File: config.mk
export PLATFORM = sky130hd
export DESIGN_NAME = ex_stage
export DESIGN_NICKNAME = d
export VERILOG_FILES = /design/src/rtl/ex_pkg.sv /design/src/rtl/ex_stage_mult_iter.sv /design/src/rtl/ex_stage.sv
export SDC_FILE = /design/constraint.sdc
export NUM_CORES = 1
export LEC_CHECK = 0
export ABC_CLOCK_PERIOD_IN_PS = 5700
export CAP_MARGIN = 10
export CELL_PAD_IN_SITES_DETAIL_PLACEMENT = 0
export CELL_PAD_IN_SITES_GLOBAL_PLACEMENT = 1
export CORE_ASPECT_RATIO = 0.6
export CORE_MARGIN = 4
export CORE_UTILIZATION = 38
export CTS_CLUSTER_SIZE = 30
export DETAILED_ROUTE_END_ITERATION = 8
export PLACE_DENSITY_LB_ADDON = 0.1
export SLEW_MARGIN = 5
export SYNTH_ARGS = -nofsm -noshare
export SYNTH_HDL_FRONTEND = slang
export SYNTH_HIERARCHICAL = 1
export SYNTH_SLANG_ARGS = --single-unit
File: constraint.sdc
create_clock -name clk -period 5.7 [get_ports clk]
set_input_delay 1.71 -clock clk [delete_from_list [all_inputs] [get_ports clk]]
set_output_delay 1.71 -clock clk [all_outputs]
set_load 0.01 [all_outputs]
File: src/rtl/ex_pkg.sv
// Shared definitions for the execute stage: ALU opcodes, funct codes,
// ALU-control and FSM enums, and the EX/MEM latch layout.
package ex_pkg;

  localparam logic [1:0] ALUOP_ADD   = 2'b00;
  localparam logic [1:0] ALUOP_SUB   = 2'b01;
  localparam logic [1:0] ALUOP_RTYPE = 2'b10;
  localparam logic [1:0] ALUOP_OR    = 2'b11;

  localparam logic [5:0] FUNCT_ADD  = 6'b100000;
  localparam logic [5:0] FUNCT_SUB  = 6'b100010;
  localparam logic [5:0] FUNCT_AND  = 6'b100100;
  localparam logic [5:0] FUNCT_OR   = 6'b100101;
  localparam logic [5:0] FUNCT_SLT  = 6'b101010;
  localparam logic [5:0] FUNCT_MULT = 6'b011000;

  typedef enum logic [2:0] {
    ALU_ADD, ALU_SUB, ALU_AND, ALU_OR, ALU_SLT, ALU_MULT
  } alu_ctl_e;

  typedef enum logic [0:0] {
    ST_IDLE = 1'b0,
    ST_MUL  = 1'b1
  } state_e;

  // Contents of the EX/MEM latch; all-zero is a bubble.
  typedef struct packed {
    logic [1:0]  wb;
    logic [2:0]  m;
    logic [31:0] bt;
    logic        zero;
    logic [31:0] res;
    logic [31:0] wd;
    logic [4:0]  dst;
  } ex_mem_t;

  // Unknown funct codes fall back to ADD.
  function automatic alu_ctl_e alu_ctrl(input logic [1:0] op, input logic [5:0] funct);
    alu_ctl_e c;
    c = ALU_ADD;
    case (op)
      ALUOP_ADD: c = ALU_ADD;
      ALUOP_SUB: c = ALU_SUB;
      ALUOP_OR:  c = ALU_OR;
      default: begin
        case (funct)
          FUNCT_SUB:  c = ALU_SUB;
          FUNCT_AND:  c = ALU_AND;
          FUNCT_OR:   c = ALU_OR;
          FUNCT_SLT:  c = ALU_SLT;
          FUNCT_MULT: c = ALU_MULT;
          default:    c = ALU_ADD;
        endcase
      end
    endcase
    return c;
  endfunction

endpackage

File: src/rtl/ex_stage_mult_iter.sv
// Iterative shift-add multiplier: one partial product per step, low 32 bits kept.
// product_o is the accumulator after the current step, so the final step's
// result can be latched on the same edge that performs it.
module mult_iter #(
  parameter int MUL_CYCLES = 32
) (
  input  logic        clk,
  input  logic        rst,
  input  logic        start_i,
  input  logic        step_i,
  input  logic [31:0] a_i,
  input  logic [31:0] b_i,
  output logic        done_o,
  output logic [31:0] product_o
);
  localparam int CNT_W = $clog2(MUL_CYCLES);

  logic [31:0]      acc_q, acc_d;
  logic [31:0]      mcand_q, mplier_q;
  logic [CNT_W-1:0] cnt_q;

  // Add the shifted multiplicand when the current multiplier bit is set.
  always_comb begin
    acc_d = acc_q + (mplier_q[0] ? mcand_q : 32'd0);
  end

  assign product_o = acc_d;
  assign done_o    = (cnt_q == CNT_W'(MUL_CYCLES - 1));

  // Load operands on start, then shift one bit per step.
  always_ff @(posedge clk) begin
    if (!rst) begin
      acc_q    <= '0;
      mcand_q  <= '0;
      mplier_q <= '0;
      cnt_q    <= '0;
    end else if (start_i) begin
      acc_q    <= '0;
      mcand_q  <= a_i;
      mplier_q <= b_i;
      cnt_q    <= '0;
    end else if (step_i) begin
      acc_q    <= acc_d;
      mcand_q  <= mcand_q << 1;
      mplier_q <= mplier_q >> 1;
      cnt_q    <= cnt_q + 1'b1;
    end
  end
endmodule

File: src/rtl/ex_stage.sv
// MIPS execute stage: ALU, branch adder, destination mux and EX/MEM latch.
// MULT parks the instruction in a capture register, stalls upstream while the
// iterative multiplier runs, then releases the product into EX/MEM.
module ex_stage
  import ex_pkg::*;
#(
  parameter int MUL_CYCLES = 32
) (
  input  logic        clk,
  input  logic        rst,
  input  logic        valid,
  input  logic [1:0]  id_ex_wb,
  input  logic [2:0]  id_ex_m,
  input  logic [3:0]  id_ex_ex,
  input  logic [31:0] npc,
  input  logic [31:0] rdata1,
  input  logic [31:0] rdata2,
  input  logic [31:0] sign_ext,
  input  logic [4:0]  rt,
  input  logic [4:0]  rd,
  output logic        stall,
  output logic [1:0]  ex_mem_wb,
  output logic [2:0]  ex_mem_m,
  output logic [31:0] branch_target,
  output logic        zero,
  output logic [31:0] alu_result,
  output logic [31:0] write_data,
  output logic [4:0]  ex_mux
);
  state_e      state_q, state_d;
  ex_mem_t     out_q, out_d;
  ex_mem_t     cap_q, cap_d;
  ex_mem_t     cur;
  alu_ctl_e    ctl;
  logic [31:0] op_b;
  logic [31:0] alu_res;
  logic        mul_start, mul_step, mul_done;
  logic [31:0] mul_prod;

  assign ctl  = alu_ctrl(id_ex_ex[2:1], sign_ext[5:0]);
  assign op_b = id_ex_ex[0] ? sign_ext : rdata2;

  // Combinational ALU; MULT yields 0 here since its result comes from mult_iter.
  always_comb begin
    alu_res = '0;
    case (ctl)
      ALU_ADD:  alu_res = rdata1 + op_b;
      ALU_SUB:  alu_res = rdata1 - op_b;
      ALU_AND:  alu_res = rdata1 & op_b;
      ALU_OR:   alu_res = rdata1 | op_b;
      ALU_SLT:  alu_res = {31'd0, $signed(rdata1) < $signed(op_b)};
      default:  alu_res = '0;
    endcase
  end

  // Assemble the EX/MEM contents of the instruction currently on the inputs.
  always_comb begin
    cur      = '0;
    cur.wb   = id_ex_wb;
    cur.m    = id_ex_m;
    cur.bt   = npc + (sign_ext << 2);
    cur.res  = alu_res;
    cur.zero = (alu_res == 32'd0);
    cur.wd   = rdata2;
    cur.dst  = id_ex_ex[3] ? rd : rt;
  end

  mult_iter #(.MUL_CYCLES(MUL_CYCLES)) u_mult (
    .clk       (clk),
    .rst       (rst),
    .start_i   (mul_start),
    .step_i    (mul_step),
    .a_i       (rdata1),
    .b_i       (op_b),
    .done_o    (mul_done),
    .product_o (mul_prod)
  );

  assign mul_step = (state_q == ST_MUL);
  assign stall    = (state_q == ST_MUL);

  // Next-state and next EX/MEM contents; default is a bubble.
  always_comb begin
    state_d   = state_q;
    out_d     = '0;
    cap_d     = cap_q;
    mul_start = 1'b0;
    case (state_q)
      ST_IDLE: begin
        if (valid) begin
          if (ctl == ALU_MULT) begin
            mul_start = 1'b1;
            cap_d     = cur;
            state_d   = ST_MUL;
          end else begin
            out_d = cur;
          end
        end
      end
      default: begin
        if (mul_done) begin
          out_d      = cap_q;
          out_d.res  = mul_prod;
          out_d.zero = (mul_prod == 32'd0);
          state_d    = ST_IDLE;
        end
      end
    endcase
  end

  // State, capture and EX/MEM registers.
  always_ff @(posedge clk) begin
    if (!rst) begin
      state_q <= ST_IDLE;
      out_q   <= '0;
      cap_q   <= '0;
    end else begin
      state_q <= state_d;
      out_q   <= out_d;
      cap_q   <= cap_d;
    end
  end

  assign ex_mem_wb     = out_q.wb;
  assign ex_mem_m      = out_q.m;
  assign branch_target = out_q.bt;
  assign zero          = out_q.zero;
  assign alu_result    = out_q.res;
  assign write_data    = out_q.wd;
  assign ex_mux        = out_q.dst;
endmodule

=== Word-level counts from Yosys, hierarchy flattened ===
Cells that the tools add are included.
Widths: inputs -> output; s select.

* Flip-flop bits (word level): 283
* Input bits: 150
* Output and inout port bits: 108
* Word-level logic and storage cells: 66

* Add/subtract/negate cells: 5
* Order comparisons: 1
* Eq/ne operators: 13
* Mux-type cells: 19
* Bitwise gates (word level): 4
* Reductions and logical operators: 7

{| class="wikitable"
|+ Operators with widths
! operator !! count
|-
| $mux 107 || 4
|-
| $mux 32 || 6
|-
| $pmux 32 s5 || 1
|-
| $add 32x32->32 || 3
|-
| $logic_not 32->1 || 2
|-
| $and 32x32->32 || 1
|-
| $lt 32x32->1 || 1
|-
| $or 32x32->32 || 1
|-
| $sub 32x32->32 || 1
|-
| $eq 6x6->1 const B || 4
|-
| $pmux 3 s5 || 1
|-
| $pmux 3 s3 || 1
|-
| $eq 3x2->1 const B || 2
|-
| $eq 3x3->1 const B || 2
|-
| $eq 6x5->1 const B || 1
|-
| $add 5x1->5 const B || 1
|-
| $eq 5x5->1 const B || 1
|-
| $mux 1 || 5
|-
| $mux 5 || 1
|-
| $eq 3x1->1 const B || 1
|-
| $logic_not 3->1 || 1
|-
| $reduce_and 3->1 || 1
|-
| $eq 2x1->1 const B || 1
|-
| $eq 2x2->1 const B || 1
|-
| 4 further kinds || 5
|}

=== Logic depth before layout (Yosys ltp) ===
* Word-level depth: 9
* Gate-level depth with buffers: 18
* Gate-level depth less buffers: 16

=== Modules after synthesis ===
Netlist, hierarchy kept.

{| class="wikitable"
|+ Modules (own cells, without submodules)
! module !! times used !! cells each !! area an instance (um^2) !! seq. area each (um^2)
|-
| ex_stage || 1 || 1,770 || 13,406.6 || 3,643.5
|-
| mult_iter || 1 || 747 || 6,343.6 || 2,021.9
|}

=== Worst setup path before layout ===
Ideal clock, no wire load.

* Kind: in2reg
* Start point: input id_ex_ex[0]
* End point: register out_q (netlist bit zero)
* Setup time: 0.084 ns
* Arrival time: 5.527 ns
* Required time: 5.616 ns
* Slack: 0.088 ns
* Stages on the path: 16
* Buffers on the path: 2
* Cell sequence: clkbuf_1 > buf_1 > mux2i_1 > inv_1 > fa_1 > nor2_1 > o311a_1 > o21ai_0 > a221o_1 > a22o_1 > or4_1 > nor4_2 > nand4_1 > nor4_1 > nand4_1 > o31ai_2

* Word-level cells in the longest chain between the ends: 7
* Elaborated cells on any way between the ends: 11
* Those cells by class: 2 x add/sub; 1 x order compare; 5 x mux; 2 x bitwise; 1 x reduce/logical

{| class="wikitable"
|+ Ends and longest elaborated chain
! item !! RTL line !! text
|-
| start, declared || ex_stage.sv:14 || <nowiki>input logic [3:0] id_ex_ex,</nowiki>
|-
| $mux 32 * || ex_stage.sv:41 || <nowiki>assign op_b = id_ex_ex[0] ? sign_ext : rdata2;</nowiki>
|-
| via op_b[1] || ex_stage.sv:35 || <nowiki>logic [31:0] op_b;</nowiki>
|-
| $sub 32x32->32 (tied with other cells) || ex_stage.sv:48 || <nowiki>ALU_SUB: alu_res = rdata1 - op_b;</nowiki>
|-
| $pmux 32 s5 * || ex_stage.sv:46 || <nowiki>case (ctl)</nowiki>
|-
| $logic_not 32->1 * || ex_stage.sv:63 || <nowiki>cur.zero = (alu_res == 32'd0);</nowiki>
|-
| $mux 107 * || ex_stage.sv:91 || <nowiki>if (ctl == ALU_MULT) begin</nowiki>
|-
| $mux 107 * || ex_stage.sv:90 || <nowiki>if (valid) begin</nowiki>
|-
| $mux 107 * || ex_stage.sv:88 || <nowiki>case (state_q)</nowiki>
|-
| end signal, assigned || ex_stage.sv:119 || <nowiki>out_q <= out_d;</nowiki>
|-
| end, declared || ex_stage.sv:31 || <nowiki>ex_mem_t out_q, out_d;</nowiki>
|}

The timed path passes the listed nets; every way through them passes the cells marked *.
A chain may end at the register's enable or synchronous reset.

=== Worst setup path after layout ===
* Start point: input sign_ext[0]
* End point: register out_q (netlist bit zero)

* Elaborated cells on any way between the ends: 24
* Those cells by class: 2 x add/sub; 1 x order compare; 10 x eq/ne; 7 x mux; 2 x bitwise; 2 x reduce/logical

{| class="wikitable"
|+ RTL lines
! item !! RTL line !! text
|-
| start, declared || ex_stage.sv:18 || <nowiki>input logic [31:0] sign_ext,</nowiki>
|-
| $mux 32 * || ex_stage.sv:41 ||
|-
| via op_b[0] || ex_stage.sv:35 ||
|-
| $sub 32x32->32 (tied with other cells) || ex_stage.sv:48 ||
|-
| $pmux 32 s5 * || ex_stage.sv:46 ||
|-
| $logic_not 32->1 * || ex_stage.sv:63 ||
|-
| $mux 107 * || ex_stage.sv:91 ||
|-
| $mux 107 * || ex_stage.sv:90 ||
|-
| $mux 107 * || ex_stage.sv:88 ||
|}

Marks and branches as above.

==> reports/results.ini <==
[outcome]
status=finished clean

[layout]
layout.nets=3285
area_growth_pct=32.3
drive_gt1_frac=0.144
fillers=4926
register_area_sq_um=5670
utilization=0.511
multiInputGateArea_sq_um=13100

[synth]
synth_area_leaders=dfxtp_1 (29%), ha_1 (10%), mux2i_1 (6.8%)
synth_seq_area_share=0.287
synthesis.area_sq_um=19800
yosysTopAreaCellShare=0.287
synth-main-ff-cell=dfxtp_1
ys_ff_latch=283
ys_warn_count=6
synth_cells=2517
synth_edf_count=0
syn_nets=2830
async_reset_ff_frac=0
yosysMostFrequentCell=nand2_1
synth_largest_area_cell=dfxtp_1
synth.distinct_cells=99
synth_commonest_cells=nand2_1 (291), dfxtp_1 (283), nor2_1 (256), a21oi_1 (217), ha_1 (159)
syn_avg_cell_area_sq_um=7.85

[critical_path]
worst_setup_path_start_kind=input pin
cp.arrival_ns=6.00
crit_family=simple AND/OR/NAND/NOR gates
crit_type=input pin to flip-flop
worst-path-buf-inv=5
slowest_delay_ns=0.55
cp_cell_sequence=clkdlybuf4s50_1 > mux2i_1 > inv_1 > ha_1 > inv_1 > fa_1 > nand2b_1 > a21oi_1 > nor2_1 > a2111oi_1 > a21oi_1 > or4_1 > nor4_2 > buf_4 > nand4_1 > nor4_4 > buf_4 > nand4_1 > o31ai_2
cp_max_fo=3
cp_slowest_cell=clkdlybuf4s50_1
worst_setup_path_end_kind=flip-flop
cp_data_required_time_ns=6.20

[sta]
fin_crit_sh=0.965
drv_slew=0
period_minus_slack_ns=5.50
setup_viol=0
fmax_mhz=182
max_slew_margin=0.0963
worstMarginPinSlew_ns=1.34
fin_skew_ns=0.0104
hold_viol=0

[route]
firstDrtPassIters=7
drc=0
wl_per_cell_um=21.1
viasPerCell=5.53
drt-total-wl_um=77700
dr.first_iter.drc_count=1696
vias=20400
drtAntennaViolNets=0

[placed_design]
dp.final_hpwl_um=60200
gp_congestion=0.946
portBuffers=257

[clock_tree]
clk_pin_slew_ns=0.07
clock_sinks=283
cts_hold_buf=0
cts_root_buf=clkbuf_16
cts_tree=done
cts.path.max_buffers=3
h-tree-depth=1
cts_inserted_buffers=31
clk-insertion-delay-late_ns=0.58

[power_and_ir_drop]
power.density_nw_per_um2=221
p_int_w=0.00396
seqPwrFrac=0.354
p_comb_frac=0.296
pwr-share-clk=0.350
power.switching_w=0.00181
vdd_drop_max_uv=222
p_sw_frac=0.314
power_w=0.00577
power_leakage_nw=11.0

[die]
dieHeight_um=185
start_util=0.386
die_area_sq_um=55800
die_w_um=302
core_sq_um=51200
ioPinCount=258
core.rowCount=64

[global_route]
grt_pass1_vias=19400
gr-usage-all-layers=0.267
grt_start_max_net_pins=90
grt-ovfl-total=0
antenna_found_initial=3
grt_pass1_wl_um=116000

[job]
max_cap_violations=0

[min_path]
min_path_type=flip-flop to flip-flop

## metrics by stage
step | area, sq um | setup WS [ns] | hold WS [ns] | setup TNS (ns) | instances
CTS | 26100 | 0.0477 | 0.457 | 0 | 3687
global route | 26100 | -0.00625 | 0.471 | -0.00625 | 3688
finish | 26100 | 0.197 | 0.454 | 0 | 3688
global placement | 25100 | -0.531 | 0.439 | -1.20 | 3632
detailed placement | 25100 | -0.621 | 0.448 | -1.93 | 3632
floorplan | 19800 | 0.0884 | 0.432 | 0 | 2517
## final cells by class
class	count	area share
Inverter	112	0.0165
Multi-Input combinational cell	1966	0.501
Antenna cell	1	0.0000957
Clock inverter	11	0.00364
Sequential cell	283	0.217
Timing Repair Buffer	578	0.195
Clock buffer	44	0.0342
Tap cell	693	0.0332
## final timing paths
path / start / endpoint / slack (ns) / cells past startpoint
setup / recovery: sign_ext[0] / zero / 0.20 / 19
hold / removal: cap_q[29] / cap_q[29] / 0.45 / 2
setup reg to reg: u_mult/mplier_q[0] / zero / 0.39 / 14
hold reg to reg: cap_q[29] / cap_q[29] / 0.45 / 2
## routing by layer
metal,GRT usage,wire length [um],vias to the layer above
met5,0,12,-
met4,0.0502,1380,2
met3,0.0385,5160,85
met2,0.404,33100,688
met1,0.403,38000,9782
li1,-,-,9848
## power groups by stage
stage / Sequential (W) / Clock, W / Combinational, W
global placement: 0.00208 / 0 / 0.00167
detailed placement: 0.00208 / 0 / 0.00168
global route: 0.00204 / 0.00214 / 0.00184
floorplan: 0.00211 / 0 / 0.000782
CTS: 0.00204 / 0.00206 / 0.00169
finish: 0.00204 / 0.00202 / 0.00171
## worst register-to-register path, delay by kind of cell (launching register included)
family / cells / cell delay (ns)
simple gates: 8 / 2.43
flops: 1 / 1.08
compound gates: 4 / 0.89
xor+xnor: 1 / 0.45
fa+ha+maj: 1 / 0.39
## cells in the final DEF, fill, tap and decap left out, types with 8 or more instances in the layout
cell	n
xor2_1	20
ha_1	159
a31oi_1	12
nand2_1	290
nor2b_1	29
buf_4	312
a21o_1	38
o22ai_1	8
dfxtp_1	282
nand4_1	16
o31ai_1	13
o21bai_1	18
xnor2_1	47
o21a_1	11
nand2b_1	25
a21oi_2	8
nor3b_1	12
o221ai_1	15
nand3_1	33
o211ai_1	19
and2_1	106
nor3_1	27
a22oi_1	91
mux2i_1	132
inv_1	110
buf_12	9
o21ai_0	128
nor2_1	255
a211oi_1	21
nor4_1	19
and3_1	20
a31o_2	8
a21oi_1	214
a221o_1	15
clkdlybuf4s50_1	255
a211o_1	8
clkbuf_16	31
## logic make-up after synthesis
| kind of cell | count (synthesis) | synth area share |
|---|---|---|
| flip-flops | 283 | 0.287 |
| adder cells (fa/ha/maj) | 163 | 0.105 |
| XOR/XNOR | 68 | 0.0309 |
| AND/OR/NAND/NOR | 888 | 0.217 |
| AO/OA/AOI/OAI | 713 | 0.239 |
| buffers and inverters | 268 | 0.0539 |
| multiplexers | 134 | 0.0679 |
## what timing repair did
item,in CTS,in global routing
setup endpoints to repair,1,1
setup buffers,0,0
gates resized for setup,1,8
pin swaps,0,1
## registers in the layout, indices dropped and copies added (netlist names)
register         cells
cap_q               74
alu_result          32
branch_target       32
u_mult/acc_q        32
u_mult/mcand_q      32
u_mult/mplier_q     32
write_data          32
ex_mux               5
u_mult/cnt_q         5
ex_mem_m             3
ex_mem_wb            2
stall                1
zero                 1
(Power assumes the default switching activity.)
